`src/rtl/fetch_queue_if.sv`:
```
// Fetch-side bus bundle: instruction-memory read port, redirect input and the
// decode-facing queue head. master = fetch_queue, slave = memory/decode side.
interface fetch_queue_if #(
  parameter int unsigned ADDR_W = 32,
  parameter int unsigned DATA_W = 32
);
  logic              imem_req;
  logic [ADDR_W-1:0] imem_addr;
  logic [DATA_W-1:0] imem_rdata;
  logic              redirect;
  logic [ADDR_W-1:0] redirect_pc;
  logic              out_valid;
  logic              out_ready;
  logic [DATA_W-1:0] out_inst;
  logic [ADDR_W-1:0] out_pc;

  modport master (
    output imem_req,
    output imem_addr,
    input  imem_rdata,
    input  redirect,
    input  redirect_pc,
    output out_valid,
    input  out_ready,
    output out_inst,
    output out_pc
  );

  modport slave (
    input  imem_req,
    input  imem_addr,
    output imem_rdata,
    output redirect,
    output redirect_pc,
    input  out_valid,
    output out_ready,
    input  out_inst,
    input  out_pc
  );
endinterface

```
`src/rtl/fetch_queue.sv`:
```
// Instruction-fetch front end: fetch PC, 1-cycle imem reads, DEPTH-entry decode queue.
// Optional FETCH_QUEUE_JUMP_PREDECODE_EN redirects fetch on j/jal as they are pushed.
module fetch_queue #(
  parameter int unsigned       ADDR_W   = 32,
  parameter int unsigned       DATA_W   = 32,
  parameter int unsigned       DEPTH    = 4,
  parameter logic [ADDR_W-1:0] RESET_PC = '0
) (
  input  logic                   clk,
  input  logic                   rst,
  fetch_queue_if.master          bus,
  output logic [$clog2(DEPTH):0] count
);

  localparam int unsigned PW = $clog2(DEPTH);
  localparam int unsigned CW = PW + 1;

  if (ADDR_W < 28) begin : g_chk_addr
    $error("fetch_queue: ADDR_W must be at least 28");
  end
  if (DEPTH < 2 || (DEPTH & (DEPTH - 1)) != 0) begin : g_chk_depth
    $error("fetch_queue: DEPTH must be a power of two and at least 2");
  end
`ifdef FETCH_QUEUE_JUMP_PREDECODE_EN
  if (DATA_W < 32) begin : g_chk_data
    $error("fetch_queue: jump predecode needs DATA_W of at least 32");
  end
`endif

  // kill only matters while a read is in flight, so inflight/kill fold into one slot state.
  typedef enum logic [1:0] {
    SLOT_IDLE,
    SLOT_LIVE,
    SLOT_DEAD
  } slot_e;

  slot_e             slot_q, slot_d;
  logic [ADDR_W-1:0] fpc_q, fpc_d;
  logic [ADDR_W-1:0] inflight_pc_q;
  logic [PW-1:0]     rd_ptr_q, wr_ptr_q;
  logic [CW-1:0]     count_q, count_d;
  logic [CW:0]       occupancy;
  logic              req, push, pop;

  logic [DATA_W-1:0] inst_mem [DEPTH];
  logic [ADDR_W-1:0] pc_mem   [DEPTH];

  always_comb begin
    occupancy = {1'b0, count_q} + (CW+1)'(slot_q != SLOT_IDLE);
    req       = rst && !bus.redirect && (occupancy < (CW+1)'(DEPTH));
    push      = (slot_q == SLOT_LIVE) && !bus.redirect;
    pop       = (count_q != '0) && bus.out_ready && !bus.redirect;
  end

`ifdef FETCH_QUEUE_JUMP_PREDECODE_EN
  logic [ADDR_W-1:0] seq_pc;
  logic [ADDR_W-1:0] jump_target;
  logic              jump_hit;

  always_comb begin
    seq_pc            = inflight_pc_q + ADDR_W'(4);
    jump_target       = seq_pc;
    jump_target[27:0] = {bus.imem_rdata[25:0], 2'b00};
    jump_hit          = push && (bus.imem_rdata[31:26] == 6'b000010 ||
                                 bus.imem_rdata[31:26] == 6'b000011);
  end
`endif

  always_comb begin
    slot_d  = SLOT_IDLE;
    fpc_d   = fpc_q;
    count_d = count_q;
    if (bus.redirect) begin
      fpc_d   = bus.redirect_pc;
      count_d = '0;
    end else begin
      if (req) begin
        fpc_d  = fpc_q + ADDR_W'(4);
        slot_d = SLOT_LIVE;
      end
`ifdef FETCH_QUEUE_JUMP_PREDECODE_EN
      // The sequential read issued alongside a taken jump is already wrong-path.
      if (jump_hit) begin
        fpc_d = jump_target;
        if (req) slot_d = SLOT_DEAD;
      end
`endif
      case ({push, pop})
        2'b10:   count_d = count_q + CW'(1);
        2'b01:   count_d = count_q - CW'(1);
        default: count_d = count_q;
      endcase
    end
  end

  always_ff @(posedge clk or negedge rst) begin
    if (!rst) begin
      slot_q        <= SLOT_IDLE;
      fpc_q         <= RESET_PC;
      inflight_pc_q <= '0;
      count_q       <= '0;
      rd_ptr_q      <= '0;
      wr_ptr_q      <= '0;
    end else begin
      slot_q  <= slot_d;
      fpc_q   <= fpc_d;
      count_q <= count_d;
      if (req) inflight_pc_q <= fpc_q;
      if (bus.redirect) begin
        rd_ptr_q <= '0;
        wr_ptr_q <= '0;
      end else begin
        if (push) wr_ptr_q <= wr_ptr_q + PW'(1);
        if (pop)  rd_ptr_q <= rd_ptr_q + PW'(1);
      end
    end
  end

  always_ff @(posedge clk) begin
    if (push) begin
      inst_mem[wr_ptr_q] <= bus.imem_rdata;
      pc_mem[wr_ptr_q]   <= inflight_pc_q;
    end
  end

  assign bus.imem_req  = req;
  assign bus.imem_addr = fpc_q;
  assign bus.out_valid = (count_q != '0);
  assign bus.out_inst  = inst_mem[rd_ptr_q];
  assign bus.out_pc    = pc_mem[rd_ptr_q];
  assign count         = count_q;

endmodule

```
`src/flat_wrapper.sv`:
```
// flat-port wrapper written by rule: the top's interface ports become plain ports
module fetch_queue_flat 
#(
  parameter int unsigned       ADDR_W   = 32,
  parameter int unsigned       DATA_W   = 32,
  parameter int unsigned       DEPTH    = 4,
  parameter logic [ADDR_W-1:0] RESET_PC = '0
)
  (clk, rst, count, bus_imem_req, bus_imem_addr, bus_imem_rdata, bus_redirect, bus_redirect_pc, bus_out_valid, bus_out_ready, bus_out_inst, bus_out_pc);
  fetch_queue_if #(.ADDR_W(ADDR_W), .DATA_W(DATA_W)) bus_i ();
  input  logic clk;
  input  logic rst;
  output logic [$clog2(DEPTH):0] count;
  output wire logic [$bits(bus_i.imem_req)-1:0] bus_imem_req;
  output wire logic [$bits(bus_i.imem_addr)-1:0] bus_imem_addr;
  input wire logic [$bits(bus_i.imem_rdata)-1:0] bus_imem_rdata;
  input wire logic [$bits(bus_i.redirect)-1:0] bus_redirect;
  input wire logic [$bits(bus_i.redirect_pc)-1:0] bus_redirect_pc;
  output wire logic [$bits(bus_i.out_valid)-1:0] bus_out_valid;
  input wire logic [$bits(bus_i.out_ready)-1:0] bus_out_ready;
  output wire logic [$bits(bus_i.out_inst)-1:0] bus_out_inst;
  output wire logic [$bits(bus_i.out_pc)-1:0] bus_out_pc;
  assign bus_imem_req = bus_i.imem_req;
  assign bus_imem_addr = bus_i.imem_addr;
  assign bus_i.imem_rdata = bus_imem_rdata;
  assign bus_i.redirect = bus_redirect;
  assign bus_i.redirect_pc = bus_redirect_pc;
  assign bus_out_valid = bus_i.out_valid;
  assign bus_i.out_ready = bus_out_ready;
  assign bus_out_inst = bus_i.out_inst;
  assign bus_out_pc = bus_i.out_pc;
  fetch_queue #(.ADDR_W(ADDR_W), .DATA_W(DATA_W), .DEPTH(DEPTH), .RESET_PC(RESET_PC)) u_core (.clk(clk), .rst(rst), .bus(bus_i), .count(count));
endmodule
```
`config.mk`:
```
export PLATFORM = sky130hd
export DESIGN_NAME = fetch_queue_flat
export DESIGN_NICKNAME = d
export VERILOG_FILES = /design/src/rtl/fetch_queue_if.sv /design/src/rtl/fetch_queue.sv /design/src/flat_wrapper.sv
export SDC_FILE = /design/constraint.sdc
export NUM_CORES = 1
export LEC_CHECK = 0
export BUFFER_PORTS_ARGS = -buffer_cell sky130_fd_sc_hd__buf_2
export CORE_MARGIN = 2
export CORE_UTILIZATION = 54
export DETAILED_ROUTE_END_ITERATION = 10
export PLACE_DENSITY = 0.75
export SLEW_MARGIN = 5
export SYNTH_ARGS = -nofsm -noshare
export SYNTH_HDL_FRONTEND = slang
export SYNTH_SLANG_ARGS = --single-unit
```
`constraint.sdc`:
```
create_clock -name clk -period 3.6 [get_ports clk]
set_input_delay 0.72 -clock clk [delete_from_list [all_inputs] [get_ports clk]]
set_output_delay 0.72 -clock clk [all_outputs]
set_load 0.01 [all_outputs]
```
==> results.yml, run 1 <==
drt:
  drtPass1Iterations: 5
  wl_per_cell_um: 19.7
  drt-initial-drc-count: 544
  drc: 0
  via_per_inst: 5.66
  final_antenna_net_count: 0
  num_vias: 7112
  routed_wl_um: 24700
sta:
  slew_headroom_pct: 37.6
  slew_violations: 0
  worstMarginPinSlew_ns: 0.936
  grt_setup_unrepaired: "no"
  finalSetupViolCount: 0
  hold_ws_ns: 0.431
  hold_violations: 0
  period_share_pct: 84.3
  fin_worst_skew_ns: 0.0192
  period_needed_ns: 3.03
  fmax_mhz: 330
  setup_tns_ns: 0
clock_tree:
  hold_buffers: 0
  cts_buffers: 34
  path_clk_slew_ns: 0.06
  cts_num_sinks: 328
  clock-root-buffer: "clkbuf_16"
  ctsLongestPathBuffers: 3
  htree_num_levels: 2
  cts_resized: 0
  post_cts_buffers: 0
  cts_tree: "yes"
  clkLatencyLatePin_ns: 0.50
critical_path:
  cp-start-kind: "flip-flop"
  crit_path_end_kind: "output pin"
  path_class: "reg2out"
  reg2reg_slack_ns: 1.37
  path_max_fanout: 21
  crit_arrival_ns: 2.31
  cp.required_ns: 2.88
job:
  drv_cap: 0
pwr:
  power_density_nw_per_um2: 692
  ir_drop_uv: 289
  leakagePower_nw: 5.67
logic_synthesis:
  synthesis.nets: 804
  yosysWarnings: 0
  ys_async_sr_fraction_pct: 22.0
  synth_cell_types: 54
  yosys.area.top_type: "edfxtp_1"
  ys_seq_elements: 328
  yosys_most_used_dff: "edfxtp_1"
  synthMostInstantiatedCell: "edfxtp_1"
  synth_edf_count: 256
  syn_avg_cell_area_sq_um: 17.5
  ys_seq_area_share_pct: 74.2
  yosys-top-cells-area: "edfxtp_1 (60%), dfrtp_1 (14%), mux4_2 (11%)"
  synthCells: 730
  syn_area_sq_um: 12800
  yosysTopAreaCellShare_pct: 60.1
  netlist_top_cells_count: "edfxtp_1 (256), nand2_1 (129), dfrtp_1 (72)"
finish:
  area_growth_pct: 18.9
  drive_gt1_share_pct: 33.8
  finalNetCount: 985
  fin_area_sq_um: 15200
  fillCellCount: 1636
  n_antenna_cell: 0
grt:
  track_usage_pct: 20.1
  grt_antenna_before_repair: 0
  grt_pass1_wl_um: 38200
  grt_max_degree: 73
  grt.overflow.total: 0
  grt_pass1_vias: 7026
place:
  place.gp.congestion: 0.852
  placed_area_sq_um: 14100
  port_buffers: 168
  hpwlAfterDp_um: 15200
worst_hold_path:
  min_path_type: "in2reg"
floorplan:
  core-area_sq_um: 23300
  num_rows: 56
  start_util_pct: 54.8
  fp.dieH_um: 158
  die_area_sq_um: 24900
  ioPinCount: 169
  die_w_um: 158
outcome:
  status: "finished, final reports clean"
==> metrics by stage <==
step           cells  setup WS (ns)  total power, mW  util, %
2_1_floorplan    730          0.546             6.34        -
3_3_place_gp    1194           1.04             7.12     60.3
3_5_place_dp    1194          0.990             7.17     60.3
4_1_cts         1256          0.478             10.6     65.2
5_1_grt         1256          0.406             11.0     65.2
6_report        1256          0.567             10.5     65.2
==> sequential cells by signal (all words and copies together), names as in the netlist <==
register and cells:
u_core.bus.imem_addr 32, u_core.slot_q 1, u_core.wr_ptr_q 2, u_core.inst_mem 128, u_core.inflight_pc_q 32, u_core.count 3, u_core.rd_ptr_q 2, u_core.pc_mem 128
==> worst max-delay path, stage by stage (launching register included) <==
cell and delay [ns]:
dfrtp_4 0.73, buf_4 0.35, mux4_2 0.56, buf_2 0.16
==> placed cells by master (no fill, tap or decap), types with 3 or more instances in the layout <==
cell type / netlist / routed
edfxtp_1: 256 / 256
buf_2: 13 / 167
nand2_1: 129 / 129
dfrtp_1: 72 / 70
mux4_2: 64 / 64
clkbuf_16: 0 / 37
nand3_1: 24 / 23
nor2_1: 21 / 21
nand4_1: 11 / 11
o211ai_1: 10 / 10
o21ai_0: 9 / 9
clkbuf_1: 16 / 9
or3_1: 7 / 7
mux2i_1: 6 / 6
buf_4: 0 / 6
buf_12: 0 / 6
nor3_1: 5 / 5
xor2_1: 5 / 5
ha_1: 5 / 5
clkinv_2: 0 / 5
clkbuf_8: 0 / 5
inv_1: 4 / 4
and2_4: 0 / 4
nand3_2: 3 / 4
a221o_1: 4 / 4
and3_1: 4 / 4
a22oi_1: 4 / 4
nor4_1: 3 / 3
a21o_1: 3 / 3
xnor2_1: 3 / 3
o21ai_1: 3 / 3
==> layout make-up <==
cell class / count / area, sq um / area share, %
multi-input combinational: 363 / 3150 / 20.7
tap: 319 / 399 / 2.62
sequential: 328 / 9500 / 62.5
clock inverter: 11 / 109 / 0.716
clock buffer: 51 / 1030 / 6.76
timing repair buffer: 179 / 1000 / 6.58
inverter: 5 / 18.8 / 0.123
==> kinds of logic (layout without fill, tap and decap cells) <==
family / Yosys count / count (layout) / synth area share (%)
multiplexers: 72 / 72 / 11.9
flip-flops: 328 / 328 / 74.2
AND/OR/NAND/NOR: 227 / 227 / 8.55
buffers and inverters: 39 / 246 / 1.27
adder cells (fa/ha/maj): 6 / 6 / 0.646
XOR/XNOR: 8 / 8 / 0.548
AO/OA/AOI/OAI: 50 / 50 / 2.88
==> routing by layer <==
layer	vias up	wire length (um)	track usage [%]
met4	0	322	5.37
met1	3611	10700	28.4
met5	-	0	0
li1	3212	-	-
met2	265	12100	32.7
met3	24	1610	3.81
==> path summary, 6_finish.rpt <==
path	from	end	depth (start not counted)
max in group asynchronous	rst	u_core.rd_ptr_q[1]	2
worst min-delay path	bus_redirect_pc[16]	u_core.bus.imem_addr[16]	3
worst max-delay path	u_core.rd_ptr_q[0]	bus_out_pc[27]	3
min in group asynchronous	rst	u_core.inflight_pc_q[4]	2
worst max register to register	u_core.count[0]	u_core.count[2]	7
worst min register to register	u_core.inflight_pc_q[7]	u_core.pc_mem[0][7]	0
==> power by group <==
part / switching [mW] / internal, mW / leakage (nW)
registers: 0.470 / 4.61 / 3.22
clock network: 1.35 / 2.12 / 0.558
logic: 0.976 / 0.988 / 1.90
total: 2.79 / 7.72 / 5.67
Power figures use the tool's default switching activity.
==> run 2, diff against run 1 <==
CORE_UTILIZATION = 52   (was 54)
PLACE_DENSITY = 0.76   (was 0.75)
clock period = 2.7 ns   (was 3.6 ns; I/O delays follow)
==> run 2 against run 1 <==
  * Routed wire length grew 6.1%
  * Flip-flop and latch count is the same
  * Worst hold slack worse by 0.18 ns
  * Sequential power is 33% higher
  * Global-route usage increased by 0.32 points
  * Utilization is 1.7 points lower
  * Via count up 2.4%
  * Combinational power is 46% higher
==> results.yml, run 2 (same netlist as run 1, synthesis figures left out) <==
outcome:
  status: "finished, final reports clean"
finish:
  drive_gt1_share_pct: 35.1
  area_growth_pct: 20.3
  layout_common_cells: "edfxtp_1 (256), buf_2 (167), nand2_1 (129), dfrtp_1 (70), mux4_2 (64)"
  final_common_cell: "edfxtp_1"
  n_antenna_cell: 0
  top_regs: "u_core.inst_mem: 128 flops, u_core.pc_mem: 128 flops"
  finalNetCount: 1011
sta:
  grt_setup_unrepaired: "no"
  worstMarginPinSlew_ns: 0.949
  period_share_pct: 95.6
  hold_violations: 0
  setup_tns_ns: 0
  slew_violations: 0
  period_needed_ns: 2.58
  fmax_mhz: 387
  fin_worst_skew_ns: 0.0131
  finalSetupViolCount: 0
  slew_headroom_pct: 36.8
grt:
  track_usage_pct: 20.4
  grt_pass1_vias: 7191
  grt_max_degree: 73
  grt_antenna_before_repair: 0
  grt.overflow.total: 0
  grt_pass1_wl_um: 40600
pwr:
  power_density_nw_per_um2: 911
  pwr-share-comb_pct: 20.5
  clkPwrFrac_pct: 31.5
  total_power_mw: 14.0
  p_int_mw: 10.2
  p_sw_mw: 3.82
  leakagePower_nw: 5.79
  power_switching_share_pct: 27.2
  ir_drop_uv: 453
  power_frac_seq_pct: 48.1
floorplan:
  start_util_pct: 52.7
  die_area_sq_um: 25900
  die_w_um: 161
  ioPinCount: 169
  num_rows: 57
  core-area_sq_um: 24200
  fp.dieH_um: 161
critical_path:
  cpPeakStageDelay_ns: 0.56
  reg2reg_slack_ns: 0.50
  crit_path_end_kind: "output pin"
  cpMaxStageDelayCell: "mux4_2"
  cp-start-kind: "flip-flop"
  path_class: "reg2out"
  crit_chain: "buf_16 -> mux4_2 -> buf_2"
  path_max_fanout: 29
  cp.required_ns: 2.16
  crit_arrival_ns: 2.04
clock_tree:
  hold_buffers: 0
  clock-root-buffer: "clkbuf_16"
  cts_buffers: 35
  cts_tree: "yes"
  ctsLongestPathBuffers: 3
  cts_num_sinks: 328
  path_clk_slew_ns: 0.07
  htree_num_levels: 2
  clkLatencyLatePin_ns: 0.50
place:
  port_buffers: 168
  place.gp.congestion: 0.875
  hpwlAfterDp_um: 16700
job:
  drv_cap: 0
drt:
  final_antenna_net_count: 0
  num_vias: 7282
  drc: 0
  drtPass1Iterations: 6
  drt-initial-drc-count: 533
  routed_wl_um: 26200
  wl_per_cell_um: 20.4
  via_per_inst: 5.66
worst_hold_path:
  min_path_type: "in2reg"
[run 2: changes by cell type in the layout (fill, tap and decap cells not counted), sizes merged]
cell	delta
clkinv	+9
inv	+1
bufinv	-1
clkbuf	-8
buf	+25
[run 2: critical path: cells and delay by family, from the launching register on]
kind / cells / cell delay (ns)
DFF: 1 / 0.53
buffers and inverters: 2 / 0.43
muxes: 1 / 0.56
[run 2: worst paths after layout]
| kind | start | end | depth (start not counted) |
|---|---|---|---|
| min in group asynchronous | rst | u_core.bus.imem_addr[7] | 2 |
| max | u_core.rd_ptr_q[0] | bus_out_pc[19] | 3 |
| min reg2reg | u_core.inflight_pc_q[30] | u_core.pc_mem[0][30] | 0 |
| max reg2reg | u_core.bus.imem_addr[2] | u_core.bus.imem_addr[14] | 6 |
| min | bus_redirect_pc[25] | u_core.bus.imem_addr[25] | 3 |
| max in group asynchronous | rst | u_core.rd_ptr_q[1] | 2 |
[run 2: timing repair]
action,4_1_cts,5_1_grt
gates cloned,0,0
endpoints found under the setup margin,6,52
buffers inserted,0,8
gates resized for setup,1,0
[run 2: final cells by class]
type	instances	area (sq um)
clock inverters	20	119
flip-flops and latches	328	9500
well taps	324	405
repair buffers	204	1250
multi-input cells	363	3150
inverters	5	18.8
fillers	1753	8860
clock buffers	43	948
[run 2: stage by stage]
stage	instances	instance area, sq um	utilization, %	worst slack [ns]	hold slack [ns]
2_1_floorplan	730	12800	-	0.400	0.244
3_3_place_gp	1216	14300	58.8	0.524	0.509
3_5_place_dp	1216	14300	58.8	0.505	0.516
4_1_cts	1279	15300	63.2	-0.0115	0.230
5_1_grt	1287	15400	63.5	0.0219	0.232
6_report	1287	15400	63.5	0.118	0.247
[run 2: per-layer routing]
metal | global-route usage [%] | vias to the layer above | part of all wire, %
met5 | 0 | - | 0
met4 | 5.64 | 0 | 1.6
met3 | 3.25 | 40 | 7.1
met2 | 32.6 | 332 | 47
met1 | 30.0 | 3648 | 44
li1 | - | 3262 | -
[run 2: power by group through the flow]
stage / Combinational, mW / Sequential (mW) / Clock [mW]
finish: 2.87 / 6.74 / 4.41
global route: 3.12 / 6.82 / 4.70
CTS: 2.82 / 6.76 / 4.50
detailed placement: 2.78 / 6.86 / 0
global placement: 2.74 / 6.83 / 0
floorplan: 1.85 / 6.61 / 0
